==> src/rtl/bcd_pkg.sv <==
// Shared constants and helpers for the BCD counter/decoder datapath.
package bcd_pkg;

  localparam logic [3:0] BCD_MAX_DIGIT = 4'd9;
  localparam int         DEC_W         = 10;

  function automatic logic bcd_valid(input logic [3:0] nibble);
    return (nibble <= BCD_MAX_DIGIT);
  endfunction

endpackage

==> src/rtl/bcd_digit_onehot.sv <==
// Combinational BCD digit to one-hot decimal decoder; codes 10..15 decode to
// all-zero and raise invalid.
module bcd_digit_onehot
  import bcd_pkg::*;
(
  input  logic [3:0]       digit,
  output logic [DEC_W-1:0] onehot,
  output logic             invalid
);

  always_comb begin
    onehot  = '0;
    invalid = !bcd_valid(digit);
    if (!invalid) begin
      onehot = DEC_W'(1) << digit;
    end
  end

endmodule

==> src/rtl/bcd_count_decoder.sv <==
// N-digit BCD up/down counter with programmable terminal count, checked load,
// wrap/load-error pulses and per-digit one-hot decode of the registered count.
module bcd_count_decoder
  import bcd_pkg::*;
#(
  parameter int                  DIGITS   = 2,
  parameter logic [4*DIGITS-1:0] TERM_BCD = 8'h99
) (
  input  logic                    clk,
  input  logic                    rst,
  input  logic                    en,
  input  logic                    up,
  input  logic                    load,
  input  logic [4*DIGITS-1:0]     load_bcd,
  output logic [4*DIGITS-1:0]     count_bcd,
  output logic [DEC_W*DIGITS-1:0] dec_onehot,
  output logic                    wrap,
  output logic                    load_err
);

  logic [4*DIGITS-1:0]     count_q, count_d;
  logic                    wrap_q, wrap_d;
  logic                    load_err_q, load_err_d;

  logic [4*DIGITS-1:0]     inc_val, dec_val;
  logic                    inc_carry, dec_borrow;
  logic [DIGITS-1:0]       load_nib_invalid;
  logic                    load_ok;

  logic [DIGITS-1:0]       unused_count_invalid;
  logic [DEC_W*DIGITS-1:0] unused_load_onehot;

  for (genvar g = 0; g < DIGITS; g++) begin : g_digit
    bcd_digit_onehot u_count_dec (
      .digit   (count_q[4*g +: 4]),
      .onehot  (dec_onehot[DEC_W*g +: DEC_W]),
      .invalid (unused_count_invalid[g])
    );

    bcd_digit_onehot u_load_chk (
      .digit   (load_bcd[4*g +: 4]),
      .onehot  (unused_load_onehot[DEC_W*g +: DEC_W]),
      .invalid (load_nib_invalid[g])
    );
  end

  // With every nibble valid, a raw unsigned compare orders BCD values correctly.
  assign load_ok = (load_nib_invalid == '0) && (load_bcd <= TERM_BCD);

  // Nibble-wise ripple chains: carry/borrow only propagates through 9s/0s.
  always_comb begin
    inc_val    = count_q;
    dec_val    = count_q;
    inc_carry  = 1'b1;
    dec_borrow = 1'b1;
    for (int i = 0; i < DIGITS; i++) begin
      if (inc_carry) begin
        if (count_q[4*i +: 4] == BCD_MAX_DIGIT) begin
          inc_val[4*i +: 4] = 4'd0;
        end else begin
          inc_val[4*i +: 4] = count_q[4*i +: 4] + 4'd1;
          inc_carry         = 1'b0;
        end
      end
      if (dec_borrow) begin
        if (count_q[4*i +: 4] == 4'd0) begin
          dec_val[4*i +: 4] = BCD_MAX_DIGIT;
        end else begin
          dec_val[4*i +: 4] = count_q[4*i +: 4] - 4'd1;
          dec_borrow        = 1'b0;
        end
      end
    end
  end

  always_comb begin
    count_d    = count_q;
    wrap_d     = 1'b0;
    load_err_d = 1'b0;
    if (load) begin
      if (load_ok) begin
        count_d = load_bcd;
      end else begin
        load_err_d = 1'b1;
      end
    end else if (en) begin
      if (up) begin
        if (count_q == TERM_BCD) begin
          count_d = '0;
          wrap_d  = 1'b1;
        end else begin
          count_d = inc_val;
        end
      end else begin
        if (count_q == '0) begin
          count_d = TERM_BCD;
          wrap_d  = 1'b1;
        end else begin
          count_d = dec_val;
        end
      end
    end
  end

  always_ff @(posedge clk) begin
    if (rst) begin
      count_q    <= '0;
      wrap_q     <= 1'b0;
      load_err_q <= 1'b0;
    end else begin
      count_q    <= count_d;
      wrap_q     <= wrap_d;
      load_err_q <= load_err_d;
    end
  end

  assign count_bcd = count_q;
  assign wrap      = wrap_q;
  assign load_err  = load_err_q;

endmodule
==> config.mk <==
export PLATFORM = sky130hd
export DESIGN_NAME = bcd_count_decoder
export DESIGN_NICKNAME = d
export VERILOG_FILES = /design/src/rtl/bcd_pkg.sv /design/src/rtl/bcd_digit_onehot.sv /design/src/rtl/bcd_count_decoder.sv
export SDC_FILE = /design/constraint.sdc
export NUM_CORES = 1
export LEC_CHECK = 0
export ABC_AREA = 1
export CORE_MARGIN = 5
export CORE_UTILIZATION = 35
export CTS_CLUSTER_SIZE = 20
export DETAILED_ROUTE_END_ITERATION = 16
export GPL_TIMING_DRIVEN = 0
export MAX_ROUTING_LAYER = met4
export PLACE_DENSITY = 0.81
export SYNTH_ARGS = -nofsm -noshare
export SYNTH_HDL_FRONTEND = slang
export SYNTH_SLANG_ARGS = --single-unit
==> constraint.sdc <==
create_clock -name clk -period 1.1 [get_ports clk]
set_input_delay 0.165 -clock clk [delete_from_list [all_inputs] [get_ports clk]]
set_output_delay 0.165 -clock clk [all_outputs]
set_load 0.02 [all_outputs]
==> results <==
- The run finished, with violations left.
- The final reports fail on setup timing.
- The half-perimeter wire length after detailed placement is 2270 µm.
- Of all flip-flops after synthesis, the portion carrying an async set or reset was 0%.
- In this run the worst path has a maximum fanout of 6.
- For the pin with the worst max-slew slack, the measured transition is roughly 0.26 ns.
- The sum of routed wire length over all layers is about 4300 µm.
- The synthesized flop and latch total is 10.
- The cell count after synthesis is around 180.
- The maximum level of the CTS H-tree is 1.
- In the synthesized netlist the dominant register cell turns out to be dfxtp_1.
- The tool flagged a number of max-cap violations equal to 0.
- The count of endpoints failing setup in the final report is 30.
- Clock skew on the completed layout was measured at approximately 0.0013 ns.
- The number of distinct library cells after synthesis is 19.
- The die width is around 64 µm.
- Hold timing on the final database bottoms out at a slack of between 0.2 and 0.3 ns.
- Dividing total power by cell area gives a power density of approximately 1000 nW/µm².
- Fill cells in the final layout number approximately 180.
- The die area is 4040 µm².
- The first global-routing pass estimated approximately 5400 µm of wire.
- The worst setup path is captured at an output port.
- The required time at the worst-slack endpoint is roughly 0.94 ns.
- STA classifies the critical path startpoint as a flop.
- The final-report max-slew violation count is 0.
- The via total after detailed routing is 1498.
- The Yosys step of the flow raised 0 warnings.
- The headroom to the max-slew limit is about 83%.
- The core footprint is between 2000 and 3000 µm².
- Compared with the post-synthesis result, the final layout area differs by 109%.
- The share of the clock period used by the worst path is 129%.
- The sequential share of the synthesized area is about 20%.
- The clock sink total is 10.
- Of the cells placed in the final design, the portion with a size suffix greater than 1 is between 60% and 70%.
- The TritonCTS clock tree is yes.
- The synthesized design devotes to its leading area cell type between 15 and 20% of total area.
- The total of buffers placed on input and output ports is 41.
- In the final routed layout, each cell accounts on average for about 15 µm.
- The initial antenna violation count is 0.
- After the first detailed-routing iteration, the DRC count stood at around 110.
- The mean post-synth cell area is around 5.5 µm².
- The maximum VDD drop is 0.000891 V.
- The time the final worst path needs with I/O delays and setup is between 1 and 1.5 ns.
- Setup repair after global routing could not meet its margin everywhere.
- The number of antenna diodes in the final layout is 0.
- The worst hold path class is in -> reg.
- After the last flow step, the layout net total stands at around 270.
- The number of global-route vias before repair is ~1200.
- The final number of hold-violating endpoints is 0.
- The data arrival time of the critical path is ~1.3 ns.
- The leakage power figure is between 0.001 and 0.0015 µW.
- The effective utilization at floorplan is 36.4%.
- The maximum number of pins on one net before global-route repair is 11.
- The number of synthesized flops with an enable pin is 0.
- Derived from the worst setup path, the maximum achievable clock frequency is 703 MHz.
- The global routing usage summed across all routing layers is around 17%.
- The CTS buffer count is 3.
- The detailed-router iteration count before antenna repair is 5.
- The delay of the slowest cell on the worst path is roughly 0.35 ns.
- The total overflow reported by the global router is 0.
- 43 I/O pins were placed.
- The critical path class is reg -> out.
- The worst-case setup margin in the final layout is -0.323 ns.
- The signal on the critical path passes through buf_6 -> nand2_4 -> inv_4 -> ha_4 -> inv_2 -> nor2_2 -> buf_6.
- The total standard cell area after synthesis is 1000 µm².
- Synthesis produced a netlist with a net count of ~200.
- In this run, post-CTS hold repair placed 0 buffers.
- The top cell type by total area after synthesis is dfxtp_1.
- Using the TritonRoute via totals, the vias-per-cell ratio works out to approximately 5.3.
- The slowest cell on the critical path is dfxtp_4.
- For the worst-skew pair, the clock arrives at the later sink with an insertion delay of 0.29 ns.
- Across all register-to-register paths, the minimum setup slack is -0.27 ns.
- The die extent in y is approximately 64 µm.
- In this run the core area contains 19 standard-cell rows.
- The setup TNS is -6.99 ns.
- After synthesis, the cell types taking the most area are dfxtp_1, nand2_1, nor2_1.
- Routability-driven placement finished with a final weighted congestion of 0.909.
- The clock tree buffer depth is 2.
- The master cell of the clock root buffer is clkbuf_4.
- The number of antenna-violating nets in the routed design is 0.
- Clock-pin slew was measured on the worst setup and hold paths at ~0.080 ns.
- The DRC violations left is 0.
- The cell seen most often among critical-path stages is buf_6.
## sequential cells by signal, indices dropped and copies added, names as in the netlist
name,count
count_bcd,8
load_err,1
wrap,1
## path summary, 6_finish.rpt
path | startpoint | to | cells past startpoint
hold reg to reg | count_bcd[0] | count_bcd[0] | 2
setup / recovery | count_bcd[4] | dec_onehot[13] | 7
hold / removal | load_bcd[6] | count_bcd[6] | 5
setup reg to reg | count_bcd[2] | count_bcd[5] | 9
## report_power, final
part / total, µW / leakage [µW] / internal [µW] / switching [µW]
combinational: 1260 / 0.000909 / 532 / 725
clock: 373 / 0.0000210 / 202 / 171
sequential: 493 / 0.0000877 / 404 / 89.2
## cells in the mapped netlist, types with 2 or more instances
library cell / number
inv_2: 2
nand2_2: 4
a21oi_1: 5
o21ai_0: 9
inv_1: 33
ha_1: 4
buf_6: 2
nand3_1: 11
nand2_1: 52
nand4_1: 3
nor2_2: 2
o21ai_1: 4
nor2_4: 4
nor2_1: 35
dfxtp_1: 10
## layout by cell type, fill, tap and decap left out, drive strengths merged, types with 4 or more instances in the layout
master	synthesis	final
clkdlybuf4s50	0	9
ha	4	4
clkbuf	0	5
dfxtp	10	10
nor2	41	41
o21ai	13	13
a21oi	5	5
buf	3	50
nand2	56	56
nand3	12	12
inv	35	35
## metrics by stage
step / setup WS [ns] / total power [µW] / utilization, % / cells / area [µm²]
after global routing: -0.374 / 2210 / 76.0 / 281 / 2100
final: -0.323 / 2120 / 76.0 / 281 / 2100
after CTS: -0.302 / 1820 / 65.5 / 276 / 1810
after global placement: -0.498 / 1290 / 56.3 / 256 / 1550
after floorplan: -0.0829 / 992 / - / 184 / 1100
after detailed placement: -0.544 / 1300 / 56.3 / 256 / 1550
## area by class of cell
cell class	instances	area [µm²]	share of cell area (%)
Multi-Input combinational cell	136	993	47.4
Tap cell	31	38.8	1.85
Timing Repair Buffer	62	596	28.4
Clock buffer	4	36.3	1.73
Inverter	35	159	7.58
Sequential cell	10	230	11.0
Buffer	3	42.5	2.03
## timing repair
action                     in CTS  in global routing
buffers inserted               16                  6
pin swaps                      17                 19
resized for setup             194                 78
setup endpoints to repair      38                 34
## critical path, delay by kind of cell (launching register included)
| family | cells | cell delay [ns] |
|---|---|---|
| buffers and inverters | 4 | 0.34 |
| and+or+nand+nor | 2 | 0.14 |
| adders and majority gates | 1 | 0.13 |
| DFF | 1 | 0.35 |
## cells by family (layout without fill, tap and decap cells)
logic type	count (synthesis)	after routing	share of synthesized area, %
AOI/OAI and AO/OA	19	19	9.71
adders and majority gates	4	4	4.98
buffers and inverters	38	104	15.8
DFF	10	10	19.9
and+or+nand+nor	113	113	49.6
## routing by layer
metal / vias to the layer above / wire length [µm] / share of wire [%] / global-route usage [%]
met5: - / 0 / 0 / -
met4: 0 / 99 / 2.3 / 5.45
met3: 13 / 410 / 9.6 / 1.60
met2: 111 / 2060 / 48 / 27.3
met1: 670 / 1710 / 40 / 21.2
li1: 704 / - / - / -
Power figures use the tool's default switching activity.
